[config.mk]
export PLATFORM = sky130hd
export DESIGN_NAME = seq_serializer
export DESIGN_NICKNAME = d
export VERILOG_FILES = /design/src/rtl/seq_serializer.sv
export SDC_FILE = /design/constraint.sdc
export NUM_CORES = 1
export LEC_CHECK = 0
export BUFFER_PORTS_ARGS = -buffer_cell sky130_fd_sc_hd__buf_2
export CORE_ASPECT_RATIO = 1.2
export CORE_MARGIN = 1
export CORE_UTILIZATION = 45
export CTS_CLUSTER_SIZE = 12
export DETAILED_ROUTE_END_ITERATION = 10
export PLACE_DENSITY = 0.65
export SYNTH_ARGS = -nofsm -noshare
export SYNTH_HDL_FRONTEND = slang
export SYNTH_SLANG_ARGS = --single-unit
[constraint.sdc]
create_clock -name clk -period 2.1 [get_ports clk]
set_input_delay 0.105 -clock clk [delete_from_list [all_inputs] [get_ports clk]]
set_output_delay 0.105 -clock clk [all_outputs]
set_load 0.01 [all_outputs]
[src/rtl/seq_serializer.sv]
// Parallel-to-serial source stage: a small FIFO of words shifted out MSB-first on prtx,
// frames back-to-back. Define SER_PARITY_EN to append an even-parity bit to every frame.
module seq_serializer #(
  parameter int   WIDTH    = 8,
  parameter int   DEPTH    = 4,
  parameter logic IDLE_BIT = 1'b0
) (
  input  logic                     clk,
  input  logic                     rst,
  input  logic [WIDTH-1:0]         din,
  input  logic                     din_vld,
  output logic                     din_rdy,
  output logic                     prtx,
  output logic                     prtx_vld,
  output logic                     busy,
  output logic [$clog2(DEPTH):0]   level
);

  localparam int CNT_W = $clog2(WIDTH);
  localparam int PTR_W = $clog2(DEPTH);
  localparam int LVL_W = PTR_W + 1;

  typedef enum logic [1:0] {
    S_IDLE,
`ifdef SER_PARITY_EN
    S_PAR,
`endif
    S_SHIFT
  } state_e;

  state_e             state_q, state_d;
  logic [CNT_W-1:0]   cnt_q, cnt_d;
  logic [WIDTH-1:0]   shreg_q, shreg_d;
  logic               prtx_q, prtx_d;
  logic               prtx_vld_q, prtx_vld_d;

  logic [WIDTH-1:0]   mem [DEPTH];
  logic [PTR_W-1:0]   wr_ptr_q, rd_ptr_q;
  logic [LVL_W-1:0]   level_q;

  logic               push, pop, load, go_idle, have_word;
  logic [WIDTH-1:0]   head;

  // Readiness comes from registered occupancy only, so a same-edge pop never frees a full FIFO.
  assign din_rdy   = (level_q != LVL_W'(DEPTH));
  assign push      = din_vld && din_rdy;
  assign have_word = (level_q != '0);
  assign head      = mem[rd_ptr_q];

  // NOTE: every variable written here gets a default first, otherwise a missed branch infers a latch.
  always_comb begin
    state_d    = state_q;
    cnt_d      = cnt_q;
    shreg_d    = shreg_q;
    prtx_d     = prtx_q;
    prtx_vld_d = prtx_vld_q;
    load       = 1'b0;
    go_idle    = 1'b0;

    case (state_q)
      S_IDLE: begin
        if (have_word) load = 1'b1;
      end
      S_SHIFT: begin
        if (cnt_q != '0) begin
          cnt_d  = cnt_q - 1'b1;
          prtx_d = shreg_q[cnt_q - 1'b1];
        end else begin
`ifdef SER_PARITY_EN
          state_d    = S_PAR;
          prtx_d     = ^shreg_q;
          prtx_vld_d = 1'b1;
`else
          if (have_word) load = 1'b1;
          else           go_idle = 1'b1;
`endif
        end
      end
`ifdef SER_PARITY_EN
      S_PAR: begin
        if (have_word) load = 1'b1;
        else           go_idle = 1'b1;
      end
`endif
      default: go_idle = 1'b1;
    endcase

    // Loading a new word always starts a frame with its MSB on the same edge as the pop.
    if (load) begin
      state_d    = S_SHIFT;
      shreg_d    = head;
      cnt_d      = CNT_W'(WIDTH - 1);
      prtx_d     = head[WIDTH-1];
      prtx_vld_d = 1'b1;
    end else if (go_idle) begin
      state_d    = S_IDLE;
      prtx_d     = IDLE_BIT;
      prtx_vld_d = 1'b0;
    end
  end

  assign pop = load;

  // NOTE: sequential state uses non-blocking assignments so all flops update from pre-edge values.
  always_ff @(posedge clk or negedge rst) begin
    if (!rst) begin
      state_q    <= S_IDLE;
      cnt_q      <= '0;
      shreg_q    <= '0;
      prtx_q     <= IDLE_BIT;
      prtx_vld_q <= 1'b0;
    end else begin
      state_q    <= state_d;
      cnt_q      <= cnt_d;
      shreg_q    <= shreg_d;
      prtx_q     <= prtx_d;
      prtx_vld_q <= prtx_vld_d;
    end
  end

  // NOTE: the storage array is not reset; occupancy and pointers alone define which entries are live.
  always_ff @(posedge clk) begin
    if (push) mem[wr_ptr_q] <= din;
  end

  always_ff @(posedge clk or negedge rst) begin
    if (!rst) begin
      wr_ptr_q <= '0;
      rd_ptr_q <= '0;
      level_q  <= '0;
    end else begin
      if (push) wr_ptr_q <= wr_ptr_q + 1'b1;
      if (pop)  rd_ptr_q <= rd_ptr_q + 1'b1;
      case ({push, pop})
        2'b10:   level_q <= level_q + 1'b1;
        2'b01:   level_q <= level_q - 1'b1;
        default: level_q <= level_q;
      endcase
    end
  end

  assign prtx     = prtx_q;
  assign prtx_vld = prtx_vld_q;
  assign level    = level_q;
  assign busy     = (state_q != S_IDLE) || have_word;

endmodule

# After elaboration in Yosys (flattened, before gate mapping)
# Memories as Yosys holds them, arrays and structs flattened.
# Cells that the tools add are included.
# W data, S select, Z words.
# word_totals
reg_bits	22
word_cells	55
memories	1
in_bits	11
ramBits	32
output_inout_bits	7
# op_classes
n_reduce_logical	14
n_eq_ne	4
n_mux	22
magnitude_cmp	1
addsub	5
# memory_table
name	depth	word_bits	read_ports	rd_clocked_by_memory_dff	write_ports	line_no	text
mem	4	8	1	0	1	37	logic [WIDTH-1:0] mem [DEPTH];
# op_table
cell	n
$mux W1	13
$reduce_bool A3 Y1	4
$reduce_bool A2 Y1	5
$mux W3	3
$pmux W3 S2	1
$sub A3 B1 Y3 const B	2
$add A2 B1 Y2 const B	2
$eq A2 B1 Y1 const B	2
$lt A3 B4 Y1 const B	1
$mux W2	2
$pmux W1 S2	2
$reduce_and A2 Y1	2
$add A3 B1 Y3 const B	1
$bmux W1 S3	1
$ne A3 B3 Y1 const B	1
$eq A2 B2 Y1 const B	1
$logic_not A2 Y1	1
$logic_and A1 B1 Y1	1
$logic_or A1 B1 Y1	1

# Depth between registers and ports, before layout
# Gate-level depths: netlist of run 1.
# logic_depth
ltp_word	7
ltp_mapped	9
mapped_depth_nobuf	9

# Least setup slack after synthesis of run 1
# No wires, ideal clock.
# synth_path
path_type	reg-to-reg
startpoint	register cnt_q[0]
endpoint	register level_q[1], in the netlist level[1]
arrival_ns	2.114
path_stages_with_launch	8
required_time_ns	1.975
path_buffers	0
slack_ns	-0.139
period_less_slack_ns	2.239
setup_time_ns	0.125
path_cell_list	dfrtp_1 inv_1 ha_1 nand2b_4 a21oi_2 ha_1 fa_1 mux2_2
# synth_via
elab_chain_len	5
elab_cells_between_ends	7
classes_between	2 x eq/ne; 3 x mux; 2 x reduce/logical
# synth_rtl
element	line_no	text
start: declaration	32	logic [CNT_W-1:0] cnt_q, cnt_d;
start signal: assignment	114	cnt_q <= cnt_d;
$reduce_bool A3 Y1 (*)	65	if (cnt_q != '0) begin
$mux W1 (*)	65	
$pmux W1 S2 (*)	60	case (state_q)
via load	41	logic push, pop, load, go_idle, have_word;
$eq A2 B1 Y1 / $eq A2 B2 Y1 (equally long branches)	134	case ({push, pop})
$pmux W3 S2 / $reduce_bool A2 Y1 (equally long branches)	--	
end signal: assignment	135	2'b10: level_q <= level_q + 1'b1;
end signal: assignment	136	2'b01: level_q <= level_q - 1'b1;
end signal: assignment	137	default: level_q <= level_q;
end: declaration	39	logic [LVL_W-1:0] level_q;
# The timed path passes the listed nets; every way through them passes the cells marked *.
# A chain may end at the register's enable or synchronous reset.

# Worst setup path in the final report of run 1
# layout_path
startpoint	register level_q[0], in the netlist level[0]
endpoint	register level_q[1], in the netlist level[1]
# layout_via
elab_chain_len	6
elab_cells_between_ends	12
classes_between	2 x add/sub; 3 x eq/ne; 4 x mux; 3 x reduce/logical
# layout_rtl
element	line_no	text
$reduce_bool A3 Y1	47	assign have_word = (level_q != '0);
$mux W1	62, 74	
$mux W1	65	
$pmux W1 S2	60	
$eq A2 B1 Y1 / $eq A2 B2 Y1 (equally long branches)	134	
$pmux W3 S2 / $reduce_bool A2 Y1 (equally long branches)	--	
# Parallel ways exist; a longest one is shown, timed or not.

==> results.txt, run 1 <==
The run finished with clean final reports. The minimum clock period after layout came out at about 2.0 ns. The top-level port count is 18. The flip-flop and latch count after synthesis came out at 52.

The number of antenna diodes came out at 0. The synthesized netlist contains 31 unique library cells. The per-instance average area after synthesis is between 15 and 20 µm². The synthesized design spends more area on one cell type than any other, namely sky130_fd_sc_hd__edfxtp_1. The proportion of total power due to net switching came out at 0.312. Entering global routing, the biggest net connects 21 pins. The internal portion of the total power is ~2.4 mW. The via count of the first global-routing pass came to about 1300. The first global-routing pass estimated 6070 µm of wire.

After the first detailed-routing iteration, the DRC count stood at 42. The sequential element share of the synthesized area came out at 0.660. The maximum clock rate is approximately 500 MHz. For flop-to-flop paths, the worst setup slack is 0.05 ns. The final weighted congestion in routability-driven placement came out at 0.782. The number of instances in the synthesized netlist came out at 126. On the final layout, the worst hold slack is 0.0126 ns.

The total nets after synthesis is about 150. The netlist area before placement came out at approximately 2200 µm². The insertion delay to the later sink of the worst-skew pair is 0.30 ns. After global routing the overflow that remains totals 0. VDD sags by at most ~630 µV.

The post-route total power came out at 3.54 mW. The area share of the largest cell type after synthesis is 0.434. For this block, the via count after detailed routing is between 1000 and 1500. The H-tree depth came out at 2. The path type of the worst setup path is reg -> reg. The routed design has between 3000 and 4000 µm of wire.

The TritonCTS clock tree is built. The total number of placement rows is 27. The leakage power of the design is 0.982 nW. The required time of the critical path is between 2 and 2.5 ns.

The largest fanout on the critical path came out at 6. The data arrival time of the critical path is 2.24 ns. The final worst slack is 0.0540 ns. The tool flagged a number of max-cap violations equal to 0.

The number of DRC violations after detailed routing came out at 0. The final setup violation count is 0. The number of fill cells is approximately 390. The share of final-layout standard cells stronger than drive strength 1 is 0.399. STA classifies the critical path startpoint as a flop. The number of buffers added by the clock tree synthesis step came out at 5. Input and output buffers added on the ports amount to 17. The maximum buffer depth of the clock tree is 2. The die outline width is 66.0 µm. The post-place setup slack came out at 0.0184 ns. The starting utilization of the core area came out at 0.475. The first detailed-routing pass took 4 iterations. The clock sink total is 52. Sorting the synthesized cells by area gives the leading types as sky130_fd_sc_hd__edfxtp_1 (43%), sky130_fd_sc_hd__dfrtp_1 (23%), sky130_fd_sc_hd__mux4_2 (10%). STA classifies the critical path endpoint as a flop. The share of total power dissipated in sequential elements is 0.452. The average routed wire per standard cell came out at approximately 17 µm. In this run the power density over the cells is 1390 nW/µm². The y dimension of the die is between 70 and 80 µm. The slew at the pin closest to its max-slew limit is ~0.46 ns.

The initial antenna violation count is 0. The root buffer cell chosen for the clock tree is sky130_fd_sc_hd__clkbuf_8. The net switching power came out at 1.11 mW. The clock transition time at the flip-flop clock pins of the worst setup and hold paths came out at around 0.090 ns.

The area of the die came out at between 5000 and 6000 µm². On the final layout, the worst clock skew is approximately 0.0027 ns. The post-synthesis to final-layout area growth is 14.8%. The number of max-slew violations in the final report is 0. The period utilization is 0.974. The final number of hold-violating endpoints came out at 0. The relative max-transition margin is 0.695.

The number of warnings reported in the yosys synthesis log is 0. The global-route usage over all layers is 0.162. The HPWL after detailed placement is ~2600 µm.

The via-per-instance ratio is 5.38. In this run the remaining antenna-violating nets after routing total 0. The core area came out at 4660 µm². The number of nets in the finished design is 176. The type of the tightest min-delay check is in -> reg. Of the total power, combinational logic draws 0.383. The clock share of power came out at 0.165.
[timing repair]
| action | in CTS | in global routing |
|---|---|---|
| setup buffers | 0 | 1 |
| endpoints found under the setup margin | 0 | 1 |
| hold buffers | 2 | 0 |
| endpoints found under the hold margin | 24 | 0 |
| resized for setup | 0 | 1 |
[cell families (layout without fill, tap and decap cells)]
| group | after synthesis | after routing | synth area share |
|---|---|---|---|
| compound gates | 11 | 11 | 0.0356 |
| xor+xnor | 6 | 6 | 0.0237 |
| fa+ha+maj | 8 | 8 | 0.0486 |
| buf+inv | 10 | 42 | 0.0192 |
| flops | 52 | 52 | 0.660 |
| mux | 20 | 20 | 0.154 |
| simple gates | 19 | 19 | 0.0588 |
[final cells by class]
class | instances | area, µm² | share of cell area
clock inverters | 2 | 13.8 | 0.00542
clock buffers | 6 | 82.6 | 0.0325
well taps | 58 | 72.6 | 0.0286
flip-flops and latches | 52 | 1460 | 0.576
inverters | 8 | 30.0 | 0.0118
repair buffers | 26 | 158 | 0.0620
multi-input cells | 64 | 722 | 0.284
[per-stage QoR]
step,TNS [ns],cell area (µm²),instances,utilization
global placement,0,2410,205,0.518
CTS,0,2530,215,0.543
detailed placement,0,2410,205,0.518
global route,-0.00172,2540,216,0.545
floorplan,0,2220,126,-
finish,0,2540,216,0.545
[flip-flops by register name (all words and copies together), names as in the netlist]
name	cells
shreg_q	8
prtx_vld	1
cnt_q	3
prtx	1
rd_ptr_q	2
mem	32
level	3
wr_ptr_q	2
[final timing paths]
kind,startpoint,end,cells after the start
setup / recovery,level[0],level[1],6
hold / removal,din[1],mem[3][1],1
hold reg to reg,shreg_q[4],shreg_q[4],1
max in group asynchronous,rst,level[0],2
min in group asynchronous,rst,cnt_q[0],2
setup reg to reg,level[0],level[1],6
[placed cells by master (no fill, tap or decap), types with 2 or more instances in the layout]
master / instances
sky130_fd_sc_hd__buf_4: 7
sky130_fd_sc_hd__nor3_1: 2
sky130_fd_sc_hd__xor2_1: 2
sky130_fd_sc_hd__and3_2: 4
sky130_fd_sc_hd__nor2b_1: 2
sky130_fd_sc_hd__o21ai_0: 2
sky130_fd_sc_hd__dlygate4sd3_1: 2
sky130_fd_sc_hd__inv_1: 8
sky130_fd_sc_hd__edfxtp_1: 32
sky130_fd_sc_hd__o211ai_1: 4
sky130_fd_sc_hd__dfrtp_1: 19
sky130_fd_sc_hd__xnor2_1: 4
sky130_fd_sc_hd__ha_1: 5
sky130_fd_sc_hd__mux4_2: 10
sky130_fd_sc_hd__mux2_2: 8
sky130_fd_sc_hd__clkbuf_8: 6
sky130_fd_sc_hd__ha_2: 2
sky130_fd_sc_hd__buf_2: 17
sky130_fd_sc_hd__nor2_1: 4
[per-layer routing]
layer	global-route usage	vias up	wire length, µm
met4	0.0574	0	61
met5	0	-	0
met2	0.282	20	1940
met1	0.188	597	1520
met3	0.0474	6	95
li1	-	539	-
[power groups by stage]
stage | combinational (mW) | clock (mW) | sequential [mW]
2_1_floorplan | 0.985 | 0 | 1.60
3_3_place_gp | 1.31 | 0 | 1.60
3_5_place_dp | 1.37 | 0 | 1.63
4_1_cts | 1.38 | 0.607 | 1.60
5_1_grt | 1.50 | 0.633 | 1.64
6_report | 1.36 | 0.585 | 1.60
[cells in the mapped netlist]
cell                       instances
sky130_fd_sc_hd__a22oi_1           1
sky130_fd_sc_hd__buf_4             1
sky130_fd_sc_hd__xor2_1            2
sky130_fd_sc_hd__o21ai_0           2
sky130_fd_sc_hd__and3_2            4
sky130_fd_sc_hd__mux2_4            1
sky130_fd_sc_hd__ha_1              7
sky130_fd_sc_hd__nor2b_1           2
sky130_fd_sc_hd__nand2b_4          1
sky130_fd_sc_hd__and2_1            1
sky130_fd_sc_hd__nor3b_1           1
sky130_fd_sc_hd__a41oi_1           1
sky130_fd_sc_hd__nor3_1            2
sky130_fd_sc_hd__dfrtp_1          20
sky130_fd_sc_hd__fa_1              1
sky130_fd_sc_hd__and2_4            1
sky130_fd_sc_hd__inv_1             8
sky130_fd_sc_hd__edfxtp_1         32
sky130_fd_sc_hd__mux2i_1           1
sky130_fd_sc_hd__a21oi_1           1
sky130_fd_sc_hd__or4_1             1
sky130_fd_sc_hd__mux2_2            8
sky130_fd_sc_hd__a21oi_2           1
sky130_fd_sc_hd__xnor2_1           4
sky130_fd_sc_hd__or3_2             1
sky130_fd_sc_hd__clkbuf_2          1
sky130_fd_sc_hd__nor2_1            4
sky130_fd_sc_hd__mux4_2           10
sky130_fd_sc_hd__o31a_1            1
sky130_fd_sc_hd__or3b_4            1
sky130_fd_sc_hd__o211ai_1          4
[worst max-delay path: stages (launching register included)]
cell and delay [ns]:
sky130_fd_sc_hd__dfrtp_2 0.41, sky130_fd_sc_hd__or3b_4 0.42, sky130_fd_sc_hd__and2_4 0.19, sky130_fd_sc_hd__inv_1 0.06
sky130_fd_sc_hd__ha_2 0.18, sky130_fd_sc_hd__fa_1 0.41, sky130_fd_sc_hd__mux2_2 0.26
(Power assumes the default switching activity.)
==> run 2, diff against run 1 <==
CELL_PAD_IN_SITES_DETAIL_PLACEMENT = 1   (was unset)
CELL_PAD_IN_SITES_GLOBAL_PLACEMENT = 1   (was unset)
PLACE_DENSITY = unset   (was 0.65)
PLACE_DENSITY_LB_ADDON = 0.1   (was unset)
==> results.txt, run 2 (synthesis results as in run 1) <==
The run finished with clean final reports. The via-per-instance ratio is between 5 and 6. The post-synthesis to final-layout area growth came out at 17.2%. The largest net degree at the start of global routing is 21. The worst supply voltage drop on vdd is about 760 µV.

The final worst slack is 0.0832 ns. After detailed routing, the number of remaining DRC violations is 0. The endpoint kind of the worst setup timing path is a flop.

The top-level port count came out at 18. The total global routing overflow is 0. The post-placement cell area is between 2000 and 2500 µm². The path type of the worst setup path is reg -> reg. The worst-case hold slack is 0.0135 ns.

The clock share of power came out at 0.179. In this run the worst hold path is classified as in -> reg. The worst register-to-register path ends at level[1].

The maximum clock rate is between 400 and 500 MHz. The slowest stage of the critical path is the sky130_fd_sc_hd__fa_1 cell. Across all register-to-register paths, the minimum setup slack is ~0.083 ns. The number of buffers added by the clock tree synthesis step came out at 5.

Of the total power, the share spent switching nets is 0.313. The maximum buffer depth of the clock tree is 2. The worst hold path terminates at mem[3][7]. Data arrives at the worst endpoint at 2.21 ns. The routed design has between 4000 and 5000 µm of wire. The HPWL after detailed placement is 2920 µm. Setup repair after global routing left no endpoint under its margin. In the final layout, the registers with the most flip-flops are mem x32, shreg_q x8. The root cell of the clock tree is sky130_fd_sc_hd__clkbuf_8. The share of final-layout standard cells stronger than drive strength 1 is 0.406. The detailed-route via count is 1161. The total number of placement rows came out at 27. The TritonCTS clock tree is built. The insertion delay to the later sink of the worst-skew pair came out at 0.31 ns. The H-tree was split into 2 levels. The initial antenna violation count came out at 0. The top cell types in the final layout, fill and taps aside, are sky130_fd_sc_hd__edfxtp_1 (32), sky130_fd_sc_hd__dfrtp_1 (19), sky130_fd_sc_hd__buf_2 (17). Of all nets on the critical path, the largest fanout is 3. In this run the critical register-to-register path is launched from level[1]. The final setup violation count came out at 0. The final non-filler cell total is 218. The post-place setup slack came out at between 0.02 and 0.025 ns. In this run the standard cell core region covers ~4700 µm². The relative max-transition margin is 0.697.

The register with the most flip-flops is mem. The clock sink total came out at 52. The average routed wire per standard cell is 18.4 µm. The required time of the critical path came out at 2.30 ns.

Of the total power, combinational logic draws 0.389. The slew at the pin closest to its max-slew limit came out at between 0.4 and 0.5 ns. In this run the most critical hold path is launched from din[7].

The die outline width came out at approximately 66 µm. The final weighted congestion in routability-driven placement is 0.763. The total negative setup slack came out at 0 ns. The final setup skew is 0.0118 ns.

Leaving out fill and tap cells, the most frequent cell in the layout is sky130_fd_sc_hd__edfxtp_1. The sequential share of power is 0.432. The area of the die is about 5200 µm². Traced cell by cell, the critical path runs through or3b_4, and2_4, inv_1, ha_2, fa_1, mux2_2. The residual antenna-violating net count after detailed routing came out at 0. Of the available clock period, the critical path in the final layout requires 0.960.

The internal portion of the total power is 2.55 mW. The depth of the worst hold-timing path is 1. The via count of the first global-routing pass came out at about 1300. The power per cell area came out at ~1400 nW/µm². The worst register-to-register path has a depth of 6. The cell count after placement came out at approximately 210.

The number of max-slew violations in the final report is 0. The worst setup path is launched from a flop. In this design, the stage delay of the slowest critical-path cell is ~0.42 ns.

The number of flip-flops in the largest register came out at 32. The first TritonRoute pass finished after 4 iterations. The number of DRC markers in iteration 0 came out at 22. The die is between 70 and 80 µm tall. For this run, the share of the core covered by cells in the final layout is 0.556.

Across the run, the number of max-cap violations was 0. The global-route usage over all layers came out at 0.179. The leakage power of the design came out at about 1 nW. The number of antenna diodes is 0. The minimum clock period after layout is roughly 2 ns. The number of buffers added on ports came out at 17.

The first global-routing pass estimated 6630 µm of wire. The starting utilization of the core area came out at 0.475. The post-route standard cell area excluding fillers came out at ~2600 µm².

The clock transition time at the flip-flop clock pins of the worst setup and hold paths is 0.09 ns. The post-route total power came out at 3.71 mW. The net switching power is around 1.2 mW. The final number of hold-violating endpoints is 0. The number of nets in the finished design is roughly 180.
==> run 2: worst max-delay path, delay by kind of cell (launching register included) <==
| family | cells | cell delay [ns] |
|---|---|---|
| and+or+nand+nor | 2 | 0.58 |
| buffers and inverters | 1 | 0.06 |
| adders and majority gates | 2 | 0.61 |
| DFF | 1 | 0.39 |
| muxes | 1 | 0.27 |
==> run 2: how the worst max path moves through the flow <==
stage	from	endpoint
global route	level[1]	level[1]
floorplan	level[0]	level[1]
detailed placement	level[0]	level[1]
finish	level[1]	level[1]
global placement	level[0]	level[1]
CTS	level[0]	level[1]
==> run 2: layer usage <==
| layer | share of wire | global-route usage |
|---|---|---|
| met5 | 0 | 0 |
| met1 | 0.43 | 0.224 |
| met4 | 0.011 | 0.0511 |
| met2 | 0.53 | 0.303 |
| met3 | 0.026 | 0.0474 |
==> run 2: repair_timing <==
action                                 in CTS  in global routing
setup endpoints to repair                   0                  2
endpoints found under the hold margin      28                  0
hold buffers                                3                  0
gates resized for setup                     0                  3
setup buffers                               0                  2
==> run 2: cell type report <==
| type | instances | area, µm² |
|---|---|---|
| timing repair buffer | 28 | 175 |
| sequential | 52 | 1460 |
| fill | 441 | 2070 |
| multi-input combinational | 64 | 737 |
| tap | 58 | 72.6 |
| clock buffer | 7 | 108 |
| clock inverter | 1 | 8.76 |
| inverter | 8 | 30.0 |
==> run 2: power groups by stage <==
| stage | sequential, mW | clock [mW] | combinational [mW] |
|---|---|---|---|
| global placement | 1.61 | 0 | 1.32 |
| CTS | 1.61 | 0.683 | 1.40 |
| finish | 1.60 | 0.666 | 1.44 |
| global route | 1.65 | 0.714 | 1.61 |
| floorplan | 1.60 | 0 | 0.985 |
| detailed placement | 1.64 | 0 | 1.39 |
